<file path="src/rtl/axi_rr_arb_pkg.sv">
// axi_rr_arb_pkg: shared states and AXI encodings for the round-robin master arbiter
package axi_rr_arb_pkg;
  typedef enum logic [2:0] {IDLE, CHECK, ADDR_WR, ADDR_RD, LOCAL_ERR, WAIT_B, WAIT_R, DONE} state_t;
  localparam logic [1:0] RESP_OKAY = 2'b00;
  localparam logic [1:0] RESP_EXOKAY = 2'b01;
  localparam logic [1:0] RESP_SLVERR = 2'b10;
  localparam logic [1:0] RESP_DECERR = 2'b11;
  localparam logic [1:0] BURST_INCR = 2'b01;
  localparam logic [7:0] LEN_SINGLE = 8'd0;
  function automatic logic [2:0] axsize(input int dw);
    return 3'($clog2(dw / 8));
  endfunction
endpackage

</file>
<file path="src/rtl/rr_pick.sv">
// rr_pick: first requester at or after ptr, wrapping, as index and one-hot
module rr_pick #(
  parameter int N = 4,
  parameter int IW = $clog2(N)
) (
  input  logic [N-1:0]  req,
  input  logic [IW-1:0] ptr,
  output logic [N-1:0]  onehot,
  output logic [IW-1:0] idx,
  output logic          any
);
  logic [IW-1:0] j;
  // scan from the farthest slot back to ptr so the nearest hit wins
  always_comb begin
    idx = '0;
    j = '0;
    for (int i = N - 1; i >= 0; i--) begin
      j = IW'((int'(ptr) + i) % N);
      if (req[j]) idx = j;
    end
  end
  assign any = |req;
  assign onehot = any ? {{(N-1){1'b0}}, 1'b1} << idx : '0;
endmodule

</file>
<file path="src/rtl/axi_rr_master_arbiter.sv">
// axi_rr_master_arbiter: round-robin sharing of one AXI4 master port, one single-beat transfer at a time
module axi_rr_master_arbiter import axi_rr_arb_pkg::*; #(
  parameter int N_REQ = 4,
  parameter int ADDR_W = 32,
  parameter int DATA_W = 32,
  parameter logic [ADDR_W-1:0] BASE_ADDR = 32'hEC00_0000,
  parameter logic [ADDR_W-1:0] ADDR_SPAN = 32'h0000_1000
) (
  input  logic                       aclk,
  input  logic                       areset,
  input  logic [N_REQ-1:0]           req_valid,
  input  logic [N_REQ-1:0]           req_write,
  input  logic [N_REQ*ADDR_W-1:0]    req_addr,
  input  logic [N_REQ*DATA_W-1:0]    req_wdata,
  input  logic [N_REQ*DATA_W/8-1:0]  req_wstrb,
  output logic [N_REQ-1:0]           req_done,
  output logic [DATA_W-1:0]          req_rdata,
  output logic [1:0]                 req_resp,
  output logic [ADDR_W-1:0]          m_axi_awaddr,
  output logic [7:0]                 m_axi_awlen,
  output logic [2:0]                 m_axi_awsize,
  output logic [1:0]                 m_axi_awburst,
  output logic                       m_axi_awlock,
  output logic [3:0]                 m_axi_awcache,
  output logic [2:0]                 m_axi_awprot,
  output logic [3:0]                 m_axi_awqos,
  output logic [3:0]                 m_axi_awregion,
  output logic                       m_axi_awvalid,
  input  logic                       m_axi_awready,
  output logic [DATA_W-1:0]          m_axi_wdata,
  output logic [DATA_W/8-1:0]        m_axi_wstrb,
  output logic                       m_axi_wlast,
  output logic                       m_axi_wvalid,
  input  logic                       m_axi_wready,
  input  logic [1:0]                 m_axi_bresp,
  input  logic                       m_axi_bvalid,
  output logic                       m_axi_bready,
  output logic [ADDR_W-1:0]          m_axi_araddr,
  output logic [7:0]                 m_axi_arlen,
  output logic [2:0]                 m_axi_arsize,
  output logic [1:0]                 m_axi_arburst,
  output logic                       m_axi_arlock,
  output logic [3:0]                 m_axi_arcache,
  output logic [2:0]                 m_axi_arprot,
  output logic [3:0]                 m_axi_arqos,
  output logic [3:0]                 m_axi_arregion,
  output logic                       m_axi_arvalid,
  input  logic                       m_axi_arready,
  input  logic [DATA_W-1:0]          m_axi_rdata,
  input  logic [1:0]                 m_axi_rresp,
  input  logic                       m_axi_rvalid,
  output logic                       m_axi_rready
);
  localparam int IW = $clog2(N_REQ);
  localparam int SB = DATA_W / 8;
  localparam int AL = $clog2(SB);
  localparam logic [2:0] SIZE = axsize(DATA_W);
  state_t state, nxt;
  logic [IW-1:0] ptr, idx, pidx;
  logic [N_REQ-1:0] gnt, ponehot;
  logic pany, wr, aw_ok, w_ok, aw_hs, w_hs, legal;
  logic [ADDR_W-1:0] addr;
  logic [DATA_W-1:0] wdat;
  logic [SB-1:0] strb;
  rr_pick #(.N(N_REQ)) u_pick (.req(req_valid), .ptr(ptr), .onehot(ponehot), .idx(pidx), .any(pany));
  assign legal = addr >= BASE_ADDR && addr - BASE_ADDR < ADDR_SPAN && addr[AL-1:0] == '0;
  assign aw_hs = m_axi_awvalid & m_axi_awready;
  assign w_hs = m_axi_wvalid & m_axi_wready;
  always_ff @(posedge aclk) begin
    if (areset) state <= IDLE;
    else state <= nxt;
  end
  always_comb begin
    nxt = state;
    case (state)
      IDLE:      nxt = pany ? CHECK : IDLE;
      CHECK:     nxt = !legal ? LOCAL_ERR : wr ? ADDR_WR : ADDR_RD;
      LOCAL_ERR: nxt = DONE;
      ADDR_WR:   nxt = (aw_ok | aw_hs) && (w_ok | w_hs) ? WAIT_B : ADDR_WR;
      WAIT_B:    nxt = m_axi_bvalid ? DONE : WAIT_B;
      ADDR_RD:   nxt = m_axi_arready ? WAIT_R : ADDR_RD;
      WAIT_R:    nxt = m_axi_rvalid ? DONE : WAIT_R;
      DONE:      nxt = IDLE;
      default:   nxt = IDLE;
    endcase
  end
  always_ff @(posedge aclk) begin
    if (areset) begin
      ptr <= '0;
      idx <= '0;
      gnt <= '0;
      wr <= 1'b0;
      addr <= '0;
      wdat <= '0;
      strb <= '0;
      aw_ok <= 1'b0;
      w_ok <= 1'b0;
      req_rdata <= '0;
      req_resp <= RESP_OKAY;
    end else begin
      if (state == IDLE) begin
        idx <= pidx;
        gnt <= ponehot;
        wr <= req_write[pidx];
        addr <= req_addr[pidx*ADDR_W +: ADDR_W];
        wdat <= req_wdata[pidx*DATA_W +: DATA_W];
        strb <= req_wstrb[pidx*SB +: SB];
        aw_ok <= 1'b0;
        w_ok <= 1'b0;
      end
      if (aw_hs) aw_ok <= 1'b1;
      if (w_hs) w_ok <= 1'b1;
      if (state == LOCAL_ERR) begin
        req_rdata <= '0;
        req_resp <= RESP_DECERR;
      end
      if (state == WAIT_B && m_axi_bvalid) begin
        req_rdata <= '0;
        req_resp <= m_axi_bresp;
      end
      if (state == WAIT_R && m_axi_rvalid) begin
        req_rdata <= m_axi_rdata;
        req_resp <= m_axi_rresp;
      end
      if (state == DONE) ptr <= idx == IW'(N_REQ - 1) ? '0 : idx + 1'b1;
    end
  end
  assign req_done = state == DONE ? gnt : '0;
  assign m_axi_awvalid = state == ADDR_WR && !aw_ok;
  assign m_axi_wvalid = state == ADDR_WR && !w_ok;
  assign m_axi_bready = state == WAIT_B;
  assign m_axi_arvalid = state == ADDR_RD;
  assign m_axi_rready = state == WAIT_R;
  assign m_axi_awaddr = addr;
  assign m_axi_araddr = addr;
  assign m_axi_wdata = wdat;
  assign m_axi_wstrb = strb;
  assign m_axi_wlast = 1'b1;
  assign m_axi_awlen = LEN_SINGLE;
  assign m_axi_arlen = LEN_SINGLE;
  assign m_axi_awsize = SIZE;
  assign m_axi_arsize = SIZE;
  assign m_axi_awburst = BURST_INCR;
  assign m_axi_arburst = BURST_INCR;
  assign m_axi_awlock = 1'b0;
  assign m_axi_arlock = 1'b0;
  assign m_axi_awcache = '0;
  assign m_axi_arcache = '0;
  assign m_axi_awprot = '0;
  assign m_axi_arprot = '0;
  assign m_axi_awqos = '0;
  assign m_axi_arqos = '0;
  assign m_axi_awregion = '0;
  assign m_axi_arregion = '0;
endmodule
</file>
<file path="config.mk">
export PLATFORM = sky130hd
export DESIGN_NAME = axi_rr_master_arbiter
export DESIGN_NICKNAME = d
export VERILOG_FILES = /design/src/rtl/axi_rr_arb_pkg.sv /design/src/rtl/rr_pick.sv /design/src/rtl/axi_rr_master_arbiter.sv
export SDC_FILE = /design/constraint.sdc
export NUM_CORES = 1
export LEC_CHECK = 0
export ABC_AREA = 1
export CAP_MARGIN = 20
export CORE_AREA = 2 2 207 209
export DETAILED_ROUTE_END_ITERATION = 10
export DIE_AREA = 0 0 209 211
export PLACE_DENSITY = 0.54
export SLEW_MARGIN = 20
export SYNTH_ARGS = -nofsm -noshare
export SYNTH_HDL_FRONTEND = slang
export SYNTH_SLANG_ARGS = --single-unit
</file>
<file path="constraint.sdc">
create_clock -name aclk -period 1.6 [get_ports aclk]
set_input_delay 0.32 -clock aclk [delete_from_list [all_inputs] [get_ports aclk]]
set_output_delay 0.32 -clock aclk [all_outputs]
set_load 0.05 [all_outputs]
</file>
After elaboration in Yosys (flattened, before gate mapping)
Cells that the tools add are included.
{"block": "word_totals", "ff_bits": 116, "output_inout_bits": 202, "wordCells": 89}
{"block": "op_classes", "n_addsub": 5, "n_lt_le_gt_ge": 7, "n_eq_ne": 8, "shift": 4, "mux": 34, "bitwise_logic": 4, "n_reduce_logical": 15}
{"operator": "$shiftx 128x8->32", "count": 2}
{"operator": "$mux 32", "count": 3}
{"operator": "$ge 32x32->1 const B", "count": 1}
{"operator": "$lt 32x13->1 const B", "count": 1}
{"operator": "$sub 32x32->32 const B", "count": 1}
{"operator": "$pmux 3 s8", "count": 1}
{"operator": "$mux 2", "count": 9}
{"operator": "$shiftx 16x5->4", "count": 1}
{"operator": "$lt 2x3->1 const B", "count": 5}
{"operator": "$eq 3x3->1 const B", "count": 4}
{"operator": "$mux 1", "count": 11}
{"operator": "$bmux 1 s2", "count": 5}
{"operator": "$mux 3", "count": 3}
{"operator": "$mux 4", "count": 2}
{"operator": "$logic_and 1x1->1", "count": 7}
{"operator": "$eq 3x2->1 const B", "count": 2}
{"operator": "$add 2x1->2 const B", "count": 2}
{"operator": "$add 2x2->2 const B", "count": 2}
{"operator": "$reduce_bool 2->1", "count": 2}
{"operator": "$reduce_or 4->1", "count": 1}
{"operator": "$shl 1x2->4 const A", "count": 1}
{"operator": "$eq 3x1->1 const B", "count": 1}
{"operator": "$logic_not 3->1", "count": 1}
{"operator": "$reduce_bool 3->1", "count": 1}
{"operator": "5 further kinds", "count": 8}

Logic depth before layout (Yosys ltp)
Gate-level depths: netlist of run 1.
{"block": "depth", "ltp_word": 9, "mapped_depth": 15, "depth_no_buf": 14}

By module
From an unflattened synthesis of run 1, not the netlist that was laid out.
{"block": "unflattened", "hier_cells": 1166, "area_unflattened_um2": 7384.6}
{"mod": "axi_rr_master_arbiter", "instances": 1, "cells_per_inst": 1117, "area_per_inst_um2": 7141.8}
{"mod": "rr_pick", "instances": 1, "cells_per_inst": 49, "area_per_inst_um2": 242.7}

Worst setup path after synthesis of run 1
Ideal clock, no wire load.
{"block": "synth_timing", "kind": "reg-to-reg", "startpoint": "reg state[2]", "endpoint": "reg req_rdata[10]", "setup_ps": 132, "arrival_time_ps": 2406, "slack_ps": -938, "stages_incl_launch_ff": 9, "period_less_slack_ps": 2538, "cell_sequence": "dfxtp_1 > inv_1 > nor3_1 > nand2_1 > nand3_1 > inv_1 > clkbuf_1 > nand2_1 > a21oi_1"}
{"block": "synth_via", "elab_chain_len": 4, "word_cells_on_any_way": 8, "cone_classes": "3 x eq/ne; 2 x mux; 3 x reduce/logical"}
{"item": "start: declaration", "line": "axi_rr_master_arbiter.sv:58", "rtl": "state_t state, nxt;"}
{"item": "start signal: assignment", "line": "axi_rr_master_arbiter.sv:71", "rtl": "else state <= nxt;"}
{"item": "$eq 3x3->1 *"}
{"item": "named net m_axi_bready", "line": "axi_rr_master_arbiter.sv:37", "rtl": "output logic m_axi_bready,"}
{"item": "$logic_and 1x1->1 *", "line": "axi_rr_master_arbiter.sv:117", "rtl": "if (state == WAIT_B && m_axi_bvalid) begin"}
{"item": "$mux 32", "line": "axi_rr_master_arbiter.sv:117"}
{"item": "$mux 32", "line": "axi_rr_master_arbiter.sv:121", "rtl": "if (state == WAIT_R && m_axi_rvalid) begin"}
{"item": "end signal: assignment", "line": "axi_rr_master_arbiter.sv:122", "rtl": "req_rdata <= m_axi_rdata;"}
{"item": "end: declaration", "line": "axi_rr_master_arbiter.sv:17", "rtl": "output logic [DATA_W-1:0] req_rdata,"}
Mark *: on every way through the listed nets, which the timed path passes. The rest lies on a longest branch.
A chain may end at the register's enable or synchronous reset.

Final worst setup path of run 1
{"block": "layout_timing", "startpoint": "reg ptr[0]", "endpoint": "reg addr[11] (netlist: m_axi_araddr[11])"}
{"block": "layout_via", "elab_chain_len": 8, "word_cells_on_any_way": 16, "cone_classes": "3 x add/sub; 1 x shift; 12 x mux"}
{"item": "start: declaration", "line": "axi_rr_master_arbiter.sv:59", "rtl": "logic [IW-1:0] ptr, idx, pidx;"}
{"item": "start signal: assignment", "line": "axi_rr_master_arbiter.sv:125", "rtl": "if (state == DONE) ptr <= idx == IW'(N_REQ - 1) ? '0 : idx + 1'b1;"}
{"item": "$add 2x2->2", "line": "rr_pick.sv:18", "rtl": "j = IW'((int'(ptr) + i) % N);"}
{"item": "$bmux 1 s2", "line": "rr_pick.sv:19", "rtl": "if (req[j]) idx = j;"}
{"item": "$mux 1 (implied by the code)", "line": "rr_pick.sv:19"}
{"item": "$mux 2 (3 in series)", "line": "rr_pick.sv:19"}
{"item": "$mux 2 *", "line": "rr_pick.sv:19"}
{"item": "$shiftx 128x8->32 *", "line": "axi_rr_master_arbiter.sv:105", "rtl": "addr <= req_addr[pidx*ADDR_W +: ADDR_W];"}
{"item": "end signal: assignment", "line": "axi_rr_master_arbiter.sv:105"}
{"item": "end: declaration", "line": "axi_rr_master_arbiter.sv:62", "rtl": "logic [ADDR_W-1:0] addr;"}
Every way passes the cells marked *; elsewhere a longest branch is shown, timed or not. The select of a mux whose other input is x is not followed.

==> results of run 1 <==
==> stage by stage <==
stage | cells | area, um2
after detailed placement | 2151 | 13400
after global placement | 2151 | 13400
after CTS | 2210 | 14700
after global routing | 2215 | 14900
final | 2215 | 14900
after floorplan | 1236 | 7880
==> power breakdown <==
| group | switching [mW] | total, mW | leakage, nW | internal (mW) |
|---|---|---|---|---|
| clock network | 1.57 | 3.80 | 0.280 | 2.23 |
| registers | 0.606 | 4.33 | 0.957 | 3.73 |
| logic | 9.41 | 15.7 | 5.04 | 6.32 |
| total | 11.6 | 23.9 | 6.28 | 12.3 |
==> critical path, delay by kind of cell (launching register included) <==
kind / cells / cell delay (ns)
and+or+nand+nor: 9 / 0.85
buffers and inverters: 4 / 0.44
DFF: 1 / 0.42
AOI/OAI and AO/OA: 1 / 0.18
==> timing repair <==
action,4_1_cts,5_1_grt
gates cloned,9,2
pin swaps,25,13
buffers inserted,18,4
gates resized for setup,83,45
setup endpoints to repair,88,101
==> cells by family (layout without fill, tap and decap cells) <==
family / after synthesis / count (layout)
AOI/OAI and AO/OA: 126 / 126
buffers and inverters: 222 / 661
other: 2 / 60
and+or+nand+nor: 712 / 712
adders and majority gates: 1 / 1
DFF: 116 / 116
==> Yosys cell counts (2+ instances only) <==
master	count	area share [%]
nand3_1	219	15
nand2_1	213	11
nor2_1	160	8.0
dfxtp_1	116	31
nand4_1	104	8.6
buf_4	102	10
o21ai_0	79	5.3
buf_2	49	3.3
a21oi_1	36	2.4
clkbuf_1	31	1.5
inv_1	28	1.4
buf_1	8	0.40
o22ai_1	6	0.50
nor3_1	5	0.33
inv_2	3	0.15
conb_1	2	0.10
nand2_2	2	0.17
nand3b_1	2	0.20
nor2_2	2	0.17
==> layout make-up <==
cell class	instances	area (um2)	area share [%]
clock buffer	19	453	3.04
antenna	1	2.50	0.0168
multi-input combinational	898	4530	30.5
clock inverter	13	125	0.840
inverter	31	139	0.933
tap	539	674	4.53
timing repair buffer	598	6620	44.5
sequential	116	2340	15.7
==> worst max path at each step <==
| stage | cells past startpoint | from | slack (ns) | endpoint |
|---|---|---|---|---|
| floorplan | 8 | state[2] | -0.08 | req_rdata[12] |
| global placement | 14 | req_valid[3] | -0.94 | m_axi_araddr[19] |
| detailed placement | 14 | req_valid[3] | -0.98 | m_axi_araddr[19] |
| CTS | 14 | ptr[0] | -0.31 | m_axi_araddr[19] |
| global route | 15 | ptr[0] | -0.46 | m_axi_wdata[22] |
| finish | 14 | ptr[0] | -0.34 | m_axi_araddr[11] |
==> registers in the layout, indices dropped and copies added (netlist names), 2 cells and up <==
| name | cells |
|---|---|
| m_axi_wdata | 32 |
| state | 3 |
| idx | 2 |
| ptr | 2 |
| gnt | 4 |
| m_axi_wstrb | 4 |
| m_axi_araddr | 32 |
| req_resp | 2 |
| req_rdata | 32 |
==> per-layer routing <==
metal	wire, um	track usage (%)
met1	16500	20.9
met2	20200	31.2
met3	3270	5.13
met4	927	6.28
met5	13	0
==> reports/results.ini, run 1 <==
[status]
outcome=finished, violations left
violations=negative setup slack

[placed_design]
numPortBuffers=465
globalplace.congestion=0.862
pre_cts_ws_ns=-0.984
dp_hpwl_mm=29.8

[critical_path]
cp_slowest_cell=dfxtp_4
crit_fanout=8
worstPathRequired_ns=1.98
ff2ff_path_depth=14
crit_chain=inv_8 -> nand2_4 -> nand2_4 -> nor2_1 -> o21a_2 -> nand2_8 -> buf_6 -> nor2_4 -> buf_6 -> buf_4 -> nand2_1 -> nand2_1 -> nor2_2 -> nor2_1
end_kind=flop
crit_arrival_ns=2.32
reg2reg_to=m_axi_araddr[11]
r2r_start=ptr[0]
slowest_delay_ns=0.42
reg2reg_slack_ns=-0.34
start_kind=flop
worst-setup-path-type=flop to flop

[worst_hold_path]
hold_path_depth=3
min_from=m_axi_rdata[16]
holdPathEnd=req_rdata[16]
hold_path.class=input pin to flop

[pwr]
vdd_drop_max_uv=730
power_density_nw_per_um2=1600
leakagePower_nw=6.28
total_power_mw=23.9

[yosys]
synthSimpleGateAreaFrac_pct=43.2
netlist_instances=1179
avgSynthCellArea_um2=6.39
ys.flop_type=dfxtp_1
synthArstFlopShare_pct=0
yosys_warnings=0
muxShareOfSynthArea_pct=0
synth-compound-area-share_pct=8.64
ys_types=31
ys_ff_latch=116
synth_edf_count=0
netlist_area_um2=7530
synthXorXnorAreaFrac_pct=0
ys_seq_area_share_pct=30.8
synth_top_family_by_area=simple AND/OR/NAND/NOR gates
synthAdderAreaFrac_pct=0.166

[timing]
finalSetupViolCount=82
tns_ns=-21.15
fin_crit_sh_pct=122
finalClockSkew_ns=0.00731
period_needed_ns=1.94
setup_ws_ns=-0.345
slew_viol_final=0
fmax_ghz=0.514
hold_viol_final=0
rsz0062_at_grt=true
holdWs_ns=0.447

[drt]
drc=0
first_pass_iters=5
first_iter_violations=468
drtAntennaViolNets=0
wl_per_cell_um=18.5
routed_via_density=4.51
drt_wl_total_mm=40.9
vias=9994

[cts]
cts_sinks=116
hold_buffers=0
root_buffer=clkbuf_16
cts_buffers=17
cts.clk_slew.worst_paths_ns=0.06
cts_tree=built
htree_num_levels=4
cts_buffer_depth=2
clock_latency_ns=0.44

[finish]
layout_commonest_cell=clkdlybuf4s50_1
most-common-layout-cells=clkdlybuf4s50_1 (321), nand3_1 (205), nand2_1 (188)
final_util_pct=35.7
drive_gt1_share_pct=23.6
fillers=4306
finalNetCount=1986
area_growth_pct=97.7

[grt]
overflow=0
grt_start_max_net_pins=46
grt_pass1_vias=9845
grt_pass1_wl_mm=59.6
antenna_found_initial=2
grt_use_total_pct=17.9

[floorplanning]
fp.dieH_um=211
start_util_pct=18.0
io-pin-count=525
die_x_um=209
die_area_um2=44100
rows=75
core_area_um2=41800

[job]
drv.max_cap_violation_count=0

Note: power is estimated with default switching activity, not from simulation.
==> inputs of run 2 (changes only) <==
--- a/config.mk
+++ b/config.mk
@@ -7,10 +7,10 @@
 export LEC_CHECK = 0
 export ABC_AREA = 1
 export CAP_MARGIN = 20
-export CORE_AREA = 2 2 207 209
+export CORE_AREA = 4 4 203 205
 export DETAILED_ROUTE_END_ITERATION = 10
-export DIE_AREA = 0 0 209 211
-export PLACE_DENSITY = 0.54
+export DIE_AREA = 0 0 207 209
+export PLACE_DENSITY = 0.56
 export SLEW_MARGIN = 20
 export SYNTH_ARGS = -nofsm -noshare
 export SYNTH_HDL_FRONTEND = slang
==> reports/results.ini, run 2 (synthesis results as in run 1) <==
[critical_path]
ff2ff_path_depth=14
path_common_cell=nand3_4
reg2reg_slack_ns=-0.32
crit_buf_inv=4
worst-setup-path-type=flop to flop
start_kind=flop
reg2reg_to=m_axi_wdata[3]
worstPathRequired_ns=1.92
r2r_start=ptr[0]
cp_top_family=simple AND/OR/NAND/NOR gates
end_kind=flop
slowest_delay_ns=0.42
crit_chain=inv_8 -> nand2_4 -> nand3_4 -> nand2_2 -> nand3_4 -> nand3_4 -> nand2_8 -> buf_12 -> buf_12 -> buf_8 -> nand3_2 -> nand3_2 -> nor2_1 -> nor2_1
crit_arrival_ns=2.25
cp_slowest_cell=dfxtp_4
crit_fanout=8

[floorplanning]
rows=73
io-pin-count=525
start_util_pct=19.1
die_area_um2=43300
fp.dieH_um=209
core_area_um2=39500
die_x_um=207

[placed_design]
pre_cts_ws_ns=-0.874
globalplace.congestion=0.872
numPortBuffers=465
dp_hpwl_mm=30.2

[timing]
hold_viol_final=0
finalClockSkew_ns=0.00928
period_needed_ns=1.92
setup_ws_ns=-0.324
slew_viol_final=0
rsz0062_at_grt=true
fmax_ghz=0.520
finalSetupViolCount=82
fin_crit_sh_pct=120

[grt]
antenna_found_initial=0
overflow=0
grt_start_max_net_pins=75
grt_pass1_wl_mm=61.9
grt_use_total_pct=18.3
grt_pass1_vias=10003

[finish]
final_util_pct=38.8
fillers=4059
most-common-layout-cells=clkdlybuf4s50_1 (320), nand2_1 (177), nand3_1 (175)
finalNetCount=1983
area_growth_pct=103
n_antenna_cell=0
layout_commonest_cell=clkdlybuf4s50_1
drive_gt1_share_pct=26.3

[worst_hold_path]
min_from=m_axi_rdata[13]
hold_path.class=input pin to flop
holdPathEnd=req_rdata[13]
hold_path_depth=3

[drt]
routed_via_density=4.63
wl_per_cell_um=19.7
first_pass_iters=5
drtAntennaViolNets=0
drc=0
vias=10167
drt_wl_total_mm=43.3
first_iter_violations=591

[cts]
htree_num_levels=4
hold_buffers=0
clock_latency_ns=0.43
cts_sinks=116
cts_buffer_depth=2
cts.clk_slew.worst_paths_ns=0.06
cts_buffers=17
cts_tree=built
root_buffer=clkbuf_16

[pwr]
power_density_nw_per_um2=1600
p_int_mw=12.8
leakagePower_nw=6.44
vdd_drop_max_uv=1250
power.share.sequential_pct=17.8
netSwitchingFraction_pct=48.0
clkPwrFrac_pct=16.5
switchingPower_mw=11.8
combPwrFrac_pct=65.7

[status]
violations=negative setup slack
outcome=finished, violations left

[job]
drv.max_cap_violation_count=0

-- run 2: changes by cell type in the layout (fill, tap and decap cells not counted), sizes merged --
cell / change
clkinv: -2
clkinvlp: +1
inv: -2
buf: -3
diode: -1
bufbuf: -5
clkdlybuf4s50: -1
dlygate4sd2: +1
bufinv: +2
clkbuf: +6
-- run 2: stage by stage --
stage,total power [mW],TNS (ns),instances,instance area [um2],hold WS [ns]
final,24.5,-18.84,2197,15300,0.455
after global routing,25.9,-27.93,2197,15300,0.439
after CTS,24.1,-19.63,2183,14800,0.415
after detailed placement,18.9,-51.40,2121,13200,0.454
after global placement,18.8,-51.62,2121,13200,0.447
after floorplan,13.1,-1.81,1236,7880,0.432
-- run 2: metal layers --
| layer | part of all wire [%] | GRT usage [%] | wire, um |
|---|---|---|---|
| met1 | 40 | 22.1 | 17300 |
| met3 | 8.0 | 4.97 | 3460 |
| met2 | 49 | 32.0 | 21400 |
| met4 | 2.6 | 5.34 | 1120 |
| met5 | 0 | 0 | 0 |
-- run 2: power by group through the flow --
stage | clock network [mW] | logic (mW) | registers (mW)
final | 4.04 | 16.1 | 4.36
after global routing | 4.29 | 17.1 | 4.44
after CTS | 4.20 | 15.6 | 4.34
after detailed placement | 0 | 14.5 | 4.35
after global placement | 0 | 14.5 | 4.35
after floorplan | 0 | 6.49 | 6.57
-- run 2: timing repair --
action | in CTS | in global routing
setup buffers | 20 | 8
cloned | 12 | 9
resized for setup | 141 | 84
endpoints found under the setup margin | 88 | 87
pin swaps | 57 | 49
-- run 2: worst min-delay path, stage by stage --
cell             delay [ns]
clkdlybuf4s50_1        0.39
nand2_1                0.06
a21oi_1                0.06
-- run 2: how the worst max path moves through the flow --
stage                     slack [ns]  cells past startpoint          endpoint         start
after floorplan                -0.08                      8     req_rdata[12]      state[2]
after global placement         -0.90                     14   m_axi_araddr[0]  req_valid[3]
after detailed placement       -0.87                     14  m_axi_araddr[19]  req_valid[3]
after CTS                      -0.31                     15  m_axi_araddr[26]        ptr[0]
after global routing           -0.43                     14   m_axi_wdata[19]        ptr[0]
final                          -0.32                     14    m_axi_wdata[3]        ptr[0]
-- run 2: final cells by class --
type / instances / area, um2 / area share, %
clock inverters: 12 / 155 / 1.01
repair buffers: 595 / 6790 / 44.3
well taps: 525 / 657 / 4.29
multi-input cells: 898 / 4760 / 31.1
flip-flops and latches: 116 / 2340 / 15.3
inverters: 31 / 154 / 1.01
clock buffers: 20 / 457 / 2.98
